File: src/rtl/xge_pause_tx_gen_pkg.sv
// Shared definitions for the transmit-side PAUSE generator.
// Holds the MAC-control constants used to build the frame, the TX FSM
// encoding, the tuser field layout and the function that assembles one
// 64-bit beat of the generated 60-byte frame. The FCS is added by the MAC.
package xge_pause_tx_gen_pkg;

  localparam logic [47:0] PAUSE_DA           = 48'h0180C2000001;
  localparam logic [15:0] ETHERTYPE_MAC_CTRL = 16'h8808;
  localparam logic [15:0] OPCODE_PAUSE       = 16'h0001;

  // tuser layout: [2:0] valid bytes in the last beat (0 means 8), [3] error
  localparam int TUSER_NBYTES_LSB = 0;
  localparam int TUSER_NBYTES_W   = 3;
  localparam int TUSER_ERR        = 3;

  localparam logic [2:0] PAUSE_LAST_BEAT  = 3'd7;
  // 60 bytes = 7 full beats + 4 bytes; error bit clear
  localparam logic [3:0] PAUSE_LAST_TUSER = 4'd4;

  typedef enum logic [1:0] {
    ST_IDLE  = 2'd0,
    ST_USER  = 2'd1,
    ST_PAUSE = 2'd2
  } tx_state_t;

  // First byte on the wire sits in [63:56].
  function automatic logic [63:0] pause_beat(input logic [2:0]  beat,
                                             input logic [47:0] src_mac,
                                             input logic [15:0] quanta);
    case (beat)
      3'd0:    return {PAUSE_DA, src_mac[47:32]};
      3'd1:    return {src_mac[31:0], ETHERTYPE_MAC_CTRL, OPCODE_PAUSE};
      3'd2:    return {quanta, 48'h0};
      default: return 64'h0;
    endcase
  endfunction

endpackage

File: src/rtl/xge_pause_event_ctrl.sv
// Pause event controller.
// Turns the xoff level into pending PAUSE requests: rising edge requests an
// XOFF, falling edge requests an XON (or cancels an unsent XOFF), and a
// refresh timer re-requests XOFF while xoff stays high after an XOFF frame.
// Ports:
//   clk, reset_n    clock, asynchronous active-low reset
//   pause_en        0 blocks new events and drops any pending request
//   xoff            level request from the local receive buffer
//   pend_take       the TX FSM has latched the pending request
//   frame_done      last beat of a generated frame transferred
//   frame_xoff      the completing frame carried non-zero quanta
//   pend            a PAUSE frame is pending
//   pend_quanta     quanta for the pending frame (latest event wins)
module xge_pause_event_ctrl #(
  parameter logic [15:0] PAUSE_QUANTA   = 16'hFFFF,
  parameter logic [31:0] REFRESH_CYCLES = 32'd40000
) (
  input  logic        clk,
  input  logic        reset_n,
  input  logic        pause_en,
  input  logic        xoff,
  input  logic        pend_take,
  input  logic        frame_done,
  input  logic        frame_xoff,
  output logic        pend,
  output logic [15:0] pend_quanta
);

  logic        xoff_q;
  logic        xoff_sent;
  logic        refresh_armed;
  logic [31:0] timer;
  logic        rise, fall, refresh_due;

  always_comb begin
    rise        = pause_en && xoff && !xoff_q;
    fall        = pause_en && !xoff && xoff_q;
    // Armed only by a completed XOFF so that the timer fires once per load.
    refresh_due = pause_en && xoff_q && refresh_armed && (timer == 32'd0);
  end

  always_ff @(posedge clk or negedge reset_n) begin
    if (!reset_n) begin
      xoff_q        <= 1'b0;
      xoff_sent     <= 1'b0;
      refresh_armed <= 1'b0;
      timer         <= 32'd0;
      pend          <= 1'b0;
    end else begin
      xoff_q <= xoff;

      if (frame_done && frame_xoff) begin
        timer         <= REFRESH_CYCLES - 32'd1;
        refresh_armed <= 1'b1;
      end else if (frame_done || refresh_due) begin
        refresh_armed <= 1'b0;
      end else if (pause_en && xoff_q && (timer != 32'd0)) begin
        timer <= timer - 32'd1;
      end

      if (frame_done) xoff_sent <= frame_xoff;

      // Later assignments take priority: a new event beats the FSM's take,
      // and pause_en low beats everything.
      if (pend_take)   pend <= 1'b0;
      if (refresh_due) pend <= 1'b1;
      if (rise)        pend <= 1'b1;
      if (fall)        pend <= xoff_sent;
      if (!pause_en)   pend <= 1'b0;
    end
  end

  always_ff @(posedge clk) begin
    if (refresh_due || rise)       pend_quanta <= PAUSE_QUANTA;
    if (fall && xoff_sent)         pend_quanta <= 16'h0;
  end

endmodule

File: src/rtl/xge_pause_tx_gen.sv
// Transmit-side IEEE 802.3x PAUSE generator on the 64-bit AXI4-S TX path.
// User frames pass through with zero latency; pending PAUSE frames are
// inserted only between user frames as 8-beat, 60-byte MAC control frames.
// Ports:
//   clk, reset_n            clock, asynchronous active-low reset
//   pause_en, xoff          pause enable and local flow-control request
//   in_t*                   user AXI4-S stream (tuser: [2:0] bytes, [3] err)
//   out_t*                  stream towards the AXI-to-XGE adapter
//   pause_frames_sent       wrapping count of completed generated frames
module xge_pause_tx_gen
  import xge_pause_tx_gen_pkg::*;
#(
  parameter logic [47:0] SRC_MAC        = 48'h00_80_2F_00_00_00,
  parameter logic [15:0] PAUSE_QUANTA   = 16'hFFFF,
  parameter logic [31:0] REFRESH_CYCLES = 32'd40000
) (
  input  logic        clk,
  input  logic        reset_n,
  input  logic        pause_en,
  input  logic        xoff,
  input  logic [63:0] in_tdata,
  input  logic [3:0]  in_tuser,
  input  logic        in_tlast,
  input  logic        in_tvalid,
  output logic        in_tready,
  output logic [63:0] out_tdata,
  output logic [3:0]  out_tuser,
  output logic        out_tlast,
  output logic        out_tvalid,
  input  logic        out_tready,
  output logic [15:0] pause_frames_sent
);

  tx_state_t   state;
  logic [2:0]  beat;
  logic [15:0] cur_quanta;
  logic        pend;
  logic [15:0] pend_quanta;
  logic        pend_take, passthru, user_xfer, frame_done, frame_xoff;

  xge_pause_event_ctrl #(
    .PAUSE_QUANTA   (PAUSE_QUANTA),
    .REFRESH_CYCLES (REFRESH_CYCLES)
  ) u_event_ctrl (
    .clk         (clk),
    .reset_n     (reset_n),
    .pause_en    (pause_en),
    .xoff        (xoff),
    .pend_take   (pend_take),
    .frame_done  (frame_done),
    .frame_xoff  (frame_xoff),
    .pend        (pend),
    .pend_quanta (pend_quanta)
  );

  always_comb begin
    pend_take  = (state == ST_IDLE) && pend && pause_en;
    // The IDLE cycle that takes a request blocks the user side.
    passthru   = reset_n && ((state == ST_USER) || ((state == ST_IDLE) && !pend_take));
    user_xfer  = passthru && in_tvalid && out_tready;
    frame_done = (state == ST_PAUSE) && out_tready && (beat == PAUSE_LAST_BEAT);
    frame_xoff = (cur_quanta != 16'h0);
  end

  always_comb begin
    in_tready  = 1'b0;
    out_tdata  = 64'h0;
    out_tuser  = 4'h0;
    out_tlast  = 1'b0;
    out_tvalid = 1'b0;
    if (passthru) begin
      in_tready  = out_tready;
      out_tdata  = in_tdata;
      out_tuser  = in_tuser;
      out_tlast  = in_tlast;
      out_tvalid = in_tvalid;
    end else if (state == ST_PAUSE) begin
      out_tvalid = 1'b1;
      out_tdata  = pause_beat(beat, SRC_MAC, cur_quanta);
      out_tlast  = (beat == PAUSE_LAST_BEAT);
      if (beat == PAUSE_LAST_BEAT) out_tuser = PAUSE_LAST_TUSER;
    end
  end

  always_ff @(posedge clk or negedge reset_n) begin
    if (!reset_n) begin
      state             <= ST_IDLE;
      beat              <= 3'd0;
      pause_frames_sent <= 16'd0;
    end else begin
      case (state)
        ST_IDLE: begin
          if (pend_take) begin
            beat  <= 3'd0;
            state <= ST_PAUSE;
          end else if (user_xfer && !in_tlast) begin
            state <= ST_USER;
          end
        end
        ST_USER: begin
          if (user_xfer && in_tlast) state <= ST_IDLE;
        end
        ST_PAUSE: begin
          if (out_tready) begin
            if (beat == PAUSE_LAST_BEAT) begin
              pause_frames_sent <= pause_frames_sent + 16'd1;
              state             <= ST_IDLE;
            end else begin
              beat <= beat + 3'd1;
            end
          end
        end
        default: state <= ST_IDLE;
      endcase
    end
  end

  always_ff @(posedge clk) begin
    if (pend_take) cur_quanta <= pend_quanta;
  end

endmodule
File: config.mk
export PLATFORM = sky130hd
export DESIGN_NAME = xge_pause_tx_gen
export DESIGN_NICKNAME = d
export VERILOG_FILES = /design/src/rtl/xge_pause_tx_gen_pkg.sv /design/src/rtl/xge_pause_event_ctrl.sv /design/src/rtl/xge_pause_tx_gen.sv
export SDC_FILE = /design/constraint.sdc
export NUM_CORES = 1
export LEC_CHECK = 0
export CAP_MARGIN = 30
export CORE_ASPECT_RATIO = 0.75
export CORE_MARGIN = 1.5
export CORE_UTILIZATION = 35
export CTS_BUF_LIST = sky130_fd_sc_hd__clkbuf_16
export DETAILED_ROUTE_END_ITERATION = 7
export PLACE_DENSITY = 0.77
export RECOVER_POWER = 25
export REMOVE_ABC_BUFFERS = 1
export SETUP_SLACK_MARGIN = 0.02
export SYNTH_ARGS = -nofsm -noshare
export SYNTH_HDL_FRONTEND = slang
export SYNTH_SLANG_ARGS = --single-unit
File: constraint.sdc
create_clock -name clk -period 5.14 [get_ports clk]
set_input_delay 0.771 -clock clk [delete_from_list [all_inputs] [get_ports clk]]
set_output_delay 0.771 -clock clk [all_outputs]
set_load 0.005 [all_outputs]
==> results of run 1 <==
[final cells by class]
| cell class | count | area share (%) |
|---|---|---|
| clock buffers | 9 | 3.97 |
| clock inverters | 7 | 1.87 |
| inverters | 9 | 0.595 |
| multi-input cells | 311 | 35.8 |
| flip-flops and latches | 59 | 26.0 |
| well taps | 136 | 3.00 |
| repair buffers | 165 | 28.7 |
[Yosys cell counts (10+ instances only)]
library cell | count | area [um2]
and2_1 | 45 | 282
or3_1 | 15 | 93.8
nor2_1 | 15 | 56.3
a21o_1 | 23 | 173
o21ai_0 | 16 | 80.1
xnor2_1 | 11 | 96.3
or4_1 | 10 | 75.1
a21oi_1 | 18 | 90.1
nor3_1 | 12 | 60.1
clkbuf_1 | 16 | 60.1
dfrtp_1 | 57 | 1430
nand2_1 | 30 | 113
[worst paths after layout]
check	startpoint	endpoint	slack, ps	cells after the start
min reg2reg	u_event_ctrl.pend_quanta[0]	cur_quanta[0]	440	0
max	pause_en	out_tdata[52]	1250	7
min in group asynchronous	reset_n	u_event_ctrl.timer[27]	1660	2
max reg2reg	beat[0]	u_event_ctrl.timer[20]	2330	7
max in group asynchronous	reset_n	beat[2]	1760	2
min	u_event_ctrl.pend_quanta[0]	cur_quanta[0]	440	0
[power breakdown]
part           switching (uW)  total, uW  internal, uW
combinational             443        960           517
sequential                150        735           586
clock                     200        667           467
[through the flow]
step / hold WS (ps) / std cells
floorplan: 408 / 379
global placement: 422 / 679
detailed placement: 424 / 680
CTS: 440 / 696
global route: 456 / 696
finish: 438 / 696
[kinds of logic after synthesis]
kind of cell    after synthesis
fa+ha+maj                     8
flops                        59
xor+xnor                     15
mux                           9
buf+inv                      31
compound gates               88
simple gates                191
[flip-flops by register name (all words and copies together) (netlist names)]
register,cells
cur_quanta,1
u_event_ctrl.timer,32
state,2
beat,3
u_event_ctrl.xoff_q,1
u_event_ctrl.pend,1
u_event_ctrl.xoff_sent,1
u_event_ctrl.pend_quanta,1
pause_frames_sent,16
u_event_ctrl.refresh_armed,1
[critical path, stage by stage]
cell             delay, ps
clkdlybuf4s50_1        480
nand2_1                150
nor2_1                  60
nor3b_2                340
buf_4                  510
a21o_1                 180
clkdlybuf4s50_1        600
[layer usage]
layer	routed length [um]	GRT usage [%]
met2	6090	39.3
met1	5700	29.8
met5	0	0
met4	352	7.06
met3	970	6.60
==> results by group, run 1 <==
Logic synthesis
  – Post-Syn Instances: 401
  – Compound-gate portion of the synthesized area: 16.2%
  – Fraction of registers with async set/reset: 96.6%
  – Post-Synth Adder-Cell Area: 2.75%
  – Multiplexer area fraction after synthesis: 2.51%
  – Main combinational cell family by area after synthesis: simple AND/OR/NAND/NOR gates
  – Syn avg cell area: 9.07 um2
  – Ys flop type: dfrtp_1
  – Yosys warns: 0
  – Simple-Gate Fraction of Synth Area: 30.7%
  – Synthesized cell area: 0.00364 mm2
  – Yosys reg bits: 59
  – Synth Area in XOR/XNOR: 3.61%
  – Number of synthesized flops with an enable pin: 1
  – Count of different cell masters after synthesis: 55
  – Seq/Total Area, Yosys: 40.6%

Worst setup path
  – Crit Path Max Fanout: 63
  – Critical Path RT: 4370 ps
  – Crit path launch type: primary input
  – Critical path data arrival time: 3120 ps
  – Worst Setup End Kind: output pin
  – Kind of critical path: in -> out

STA
  – Max Freq: 257 MHz
  – Max-slew violation count: 59
  – Final Hold Vio Count: 0
  – RSZ-0062 raised after global routing: false
  – Final worst-path cycle share: 75.7%
  – Worst Skew: 7.12 ps
  – Setup TNS Final: 0 ps
  – Rel. slew slack: -100%
  – Slew @ Worst Pin: 3010 ps
  – Post-route minimum period: 3890 ps
  – Final setup fails: 0
  – Final worst slack: 1250 ps

GRT
  – GRT Util Overall: 23.6%
  – Final global-route overflow total: 0
  – Antenna violations before repair: 0
  – Global-route wire length before repair: 19.9 mm
  – Vias in the first global route: 3,602
  – Largest net degree at the start of global routing: 64

Placement
  – Port bufs: 161
  – DP Wirelength: 10.1 mm
  – Gpl congestion: 0.997
  – Placement Cell Area: 0.00535 mm2
  – DP Worst Slack: 1290 ps

Floorplan
  – Core ar.: 0.0102 mm2
  – Boundary Pins: 162
  – Die height: 91.3 um
  – Die width: 121 um
  – FP Rows: 32
  – Die Area: 0.0110 mm2
  – Starting density of the core: 35.6%

Routing
  – Routed wire per std cell: 18.8 um
  – Via density: 5.39
  – DR iter-0 viols: 192
  – Number of remaining DRC errors: 0
  – Total vias in the final route: 3,749
  – Antenna-violating nets left: 0
  – Drt first pass iters: 4
  – Routed WL: 13.1 mm

Outcome
  – Status: complete, but fails checks
  – Violated checks: capacitance limit, slew limit

CTS
  – Post-CTS setup buffers: 0
  – Num CTS Buffers: 9
  – H-tree Lvls: 3
  – CTS Sinks: 59
  – Clk pin slew, worst setup/hold paths: 50 ps
  – Clk Latency, worst-skew pair: 320 ps
  – CTS-repair resized insts: 0
  – CTS tree: built
  – Post-CTS Hold Buffers: 0
  – Clock buffer depth: 2
  – CTS root buf: clkbuf_16

Worst hold path
  – Worst hold path class: reg -> reg

Cells and area
  – Final instance area: 0.00568 mm2
  – Filler cells: 882
  – Antenna fix cells: 0
  – Footprint of the multi-input gates: 0.00203 mm2
  – Layout cells sized above 1: 4.82%
  – Commonest cells after routing, fill and taps aside: 159 x clkdlybuf4s50_1, 57 x dfrtp_1, 45 x and2_1
  – Final Util: 55.6%
  – Final #Nets: 638
  – Most common cell after layout, fill and taps aside: clkdlybuf4s50_1
  – Register area: 0.00148 mm2
  – Area growth syn-to-layout: 56.0%

Pwr
  – Total Power: 2360 uW
  – Peak supply drop: 303 uV
  – Pleak: 0.00251 uW
  – PwrDens: 416 mW/mm2

Flow run
  – Max-Cap Viols: 1
Power figures use the tool's default switching activity.
==> inputs of run 2 (changes only) <==
PLACE_DENSITY = 0.8   (was 0.77)
clock period = 3.5 ns   (was 5.14 ns; I/O delays follow)
==> run 2 against run 1 <==
Against the previous run:
- the flow now finishes without violations
- first-iteration DRC count up 18%
- cell count up 0.29%
- die area unchanged
- utilization down 0.33 points
- global-route usage down 1.3 points
- clock skew down 0.65 ps
- register-to-register slack worse by 1700 ps
- worst hold slack worse by 9.4 ps
- final area down 0.60%
- highest routed layer unchanged
==> results by group, run 2 (synthesized netlist as in run 1, its figures left out) <==
Floorplan
  – FP Rows: 32 (unchanged)
  – Die width: 121 um (unchanged)
  – Starting density of the core: 35.6% (unchanged)
  – Die height: 91.3 um (unchanged)
  – Die Area: 0.0110 mm2 (unchanged)
  – Boundary Pins: 162 (unchanged)
  – Core ar.: 0.0102 mm2 (unchanged)

STA
  – Final worst-path cycle share: 86.6%
  – Rel. slew slack: 4.79% (was -100%)
  – Post-route minimum period: 3030 ps
  – Worst Skew: 6.46 ps (was 7.12 ps)
  – Slew @ Worst Pin: 1430 ps (was 3010 ps)
  – Hold slack: 428 ps (was 438 ps)
  – Final Hold Vio Count: 0 (unchanged)
  – Final setup fails: 0 (unchanged)
  – Max-slew violation count: 0 (was 59)
  – RSZ-0062 raised after global routing: false (unchanged)
  – Max Freq: 330 MHz

Worst setup path
  – Critical Path RT: 2970 ps (was 4370 ps)
  – Kind of critical path: reg -> out (was in -> out)
  – Critical path data arrival time: 2510 ps (was 3120 ps)
  – Crit path launch type: flip-flop (was primary input)
  – Crit Path Max Fanout: 12 (was 63)
  – FF-to-FF path depth: 7 (unchanged)
  – Crit path largest cell delay: 480 ps (was 600 ps)
  – Worst Setup End Kind: output pin (unchanged)
  – Worst path depth: 7 (unchanged)
  – CP top delay family: simple AND/OR/NAND/NOR gates (was buffers and inverters)
  – Slowest cell on the critical path: dfrtp_1 (was clkdlybuf4s50_1)
  – Critical Path, Cell by Cell: nand2b_1, nor2_1, and3_1, buf_4, or2_1, a211o_1, clkdlybuf4s50_1 (was clkdlybuf4s50_1, nand2_1, nor2_1, nor3b_2, buf_4, a21o_1, clkdlybuf4s50_1)
  – WP buf/inv: 2 (was 3)

Cells and area
  – Filler-free cell count of the finished design: 698 (was 696)
  – Max reg flops: 32 (unchanged)
  – Antenna fix cells: 0 (unchanged)
  – Layout cells sized above 1: 4.98% (was 4.82%)
  – Final Util: 55.3% (was 55.6%)
  – Final #Nets: 640 (was 638)
  – Final instance area: 0.00564 mm2 (was 0.00568 mm2)
  – Most common cell after layout, fill and taps aside: clkdlybuf4s50_1 (unchanged)
  – Regs by FF count: u_event_ctrl.timer x32, pause_frames_sent x16, beat x3 (unchanged)
  – Commonest cells after routing, fill and taps aside: 159 x clkdlybuf4s50_1, 57 x dfrtp_1, 45 x and2_1 (unchanged)
  – Most flop-heavy register: u_event_ctrl.timer (unchanged)
  – Filler cells: 895 (was 882)
  – Area growth syn-to-layout: 55.1% (was 56.0%)

CTS
  – Clk Latency, worst-skew pair: 330 ps (was 320 ps)
  – CTS Sinks: 59 (unchanged)
  – CTS root buf: clkbuf_16 (unchanged)
  – H-tree Lvls: 3 (unchanged)
  – Num CTS Buffers: 9 (unchanged)
  – Clock buffer depth: 2 (unchanged)
  – Clk pin slew, worst setup/hold paths: 50 ps (about the same)
  – Post-CTS Hold Buffers: 0 (unchanged)
  – CTS-repair resized insts: 0 (unchanged)
  – Post-CTS setup buffers: 0 (unchanged)
  – CTS tree: built (unchanged)

Routing
  – Number of remaining DRC errors: 0 (unchanged)
  – DR iter-0 viols: 227 (was 192)
  – Antenna-violating nets left: 0 (unchanged)
  – Routed wire per std cell: 17.3 um (was 18.8 um)
  – Via density: 5.35 (was 5.39)
  – Total vias in the final route: 3,735 (was 3,749)
  – Drt first pass iters: 5 (was 4)
  – Routed WL: 12.1 mm (was 13.1 mm)

Outcome
  – Status: completed (was complete, but fails checks)

Placement
  – Placement Cell Area: 0.00537 mm2 (was 0.00535 mm2)
  – Gpl congestion: 0.934 (was 0.997)
  – DP Wirelength: 8.98 mm (was 10.1 mm)
  – Port bufs: 161 (unchanged)
  – Inst Count DP: 682 (was 680)

Pwr
  – Pleak: 0.00251 uW (about the same)
  – PwrDens: 584 mW/mm2 (was 416 mW/mm2)
  – Peak supply drop: 443 uV (was 303 uV)
  – Total Power: 3300 uW (was 2360 uW)

GRT
  – Vias in the first global route: 3,688 (was 3,602)
  – Antenna violations before repair: 0 (unchanged)
  – Final global-route overflow total: 0 (unchanged)
  – Global-route wire length before repair: 19.4 mm (was 19.9 mm)
  – GRT Util Overall: 22.3% (was 23.6%)
  – Largest net degree at the start of global routing: 59 (was 64)

Worst hold path
  – Worst hold path class: reg -> reg (unchanged)
  – Hold Path Stages: 0 (unchanged)

Flow run
  – Max-Cap Viols: 0 (was 1)
-- run 2: cell types whose count changed in the layout (fill, tap and decap cells not counted) --
cell and change:
bufinv_16 -2, buf_4 +3, clkbuf_1 -1, clkinv_1 -1, clkbuf_2 +1, inv_1 +3
buf_2 -1
-- run 2: routing by layer --
layer  vias up  global-route usage (%)  wire (um)
met5         -                       0          0
met4         0                    7.65        242
met3        22                    4.59        816
met2       153                    38.1       5800
met1      1794                    28.1       5230
li1       1766                       -          -
-- run 2: path summary, 6_finish.rpt --
kind / from / to / slack, ps
worst min-delay path: u_event_ctrl.pend_quanta[0] / cur_quanta[0] / 430
worst max register to register: beat[0] / u_event_ctrl.timer[29] / 680
worst max-delay path: state[0] / out_tdata[56] / 470
min in group asynchronous: reset_n / u_event_ctrl.timer[27] / 830
worst min register to register: u_event_ctrl.pend_quanta[0] / cur_quanta[0] / 430
max in group asynchronous: reset_n / pause_frames_sent[4] / 1820
-- run 2: layout make-up --
cell class / count / area [um2] / share of cell area (%)
sequential: 59 / 1480 / 26.2
clock inverter: 7 / 53.8 / 0.954
tap: 136 / 170 / 3.02
inverter: 9 / 33.8 / 0.599
multi-input combinational: 311 / 2030 / 36.1
timing repair buffer: 167 / 1650 / 29.2
clock buffer: 9 / 225 / 3.99
-- run 2: power breakdown --
| group | internal, uW | switching [uW] |
|---|---|---|
| clock | 535 | 288 |
| sequential | 860 | 221 |
| combinational | 765 | 627 |
| total | 2160 | 1140 |
-- run 2: through the flow --
step           setup TNS [ps]  worst slack [ps]
3_5_place_dp                0               503
6_report                    0               468
3_3_place_gp                0               527
5_1_grt                     0               307
4_1_cts                     0               467
2_1_floorplan          -71130             -1030
-- run 2: worst reg2reg max path, cell delays in order (launching register included) --
cell	delay, ps
dfrtp_1	410
ha_1	210
ha_1	270
and4b_1	320
nor2_2	350
o2111ai_1	470
or4_1	540
a21oi_1	160
==> inputs of run 3 (changes only) <==
SLEW_MARGIN = 20   (was default)
==> results of run 3 <==
The final DEF is identical to that of run 2; final timing and power are the same.
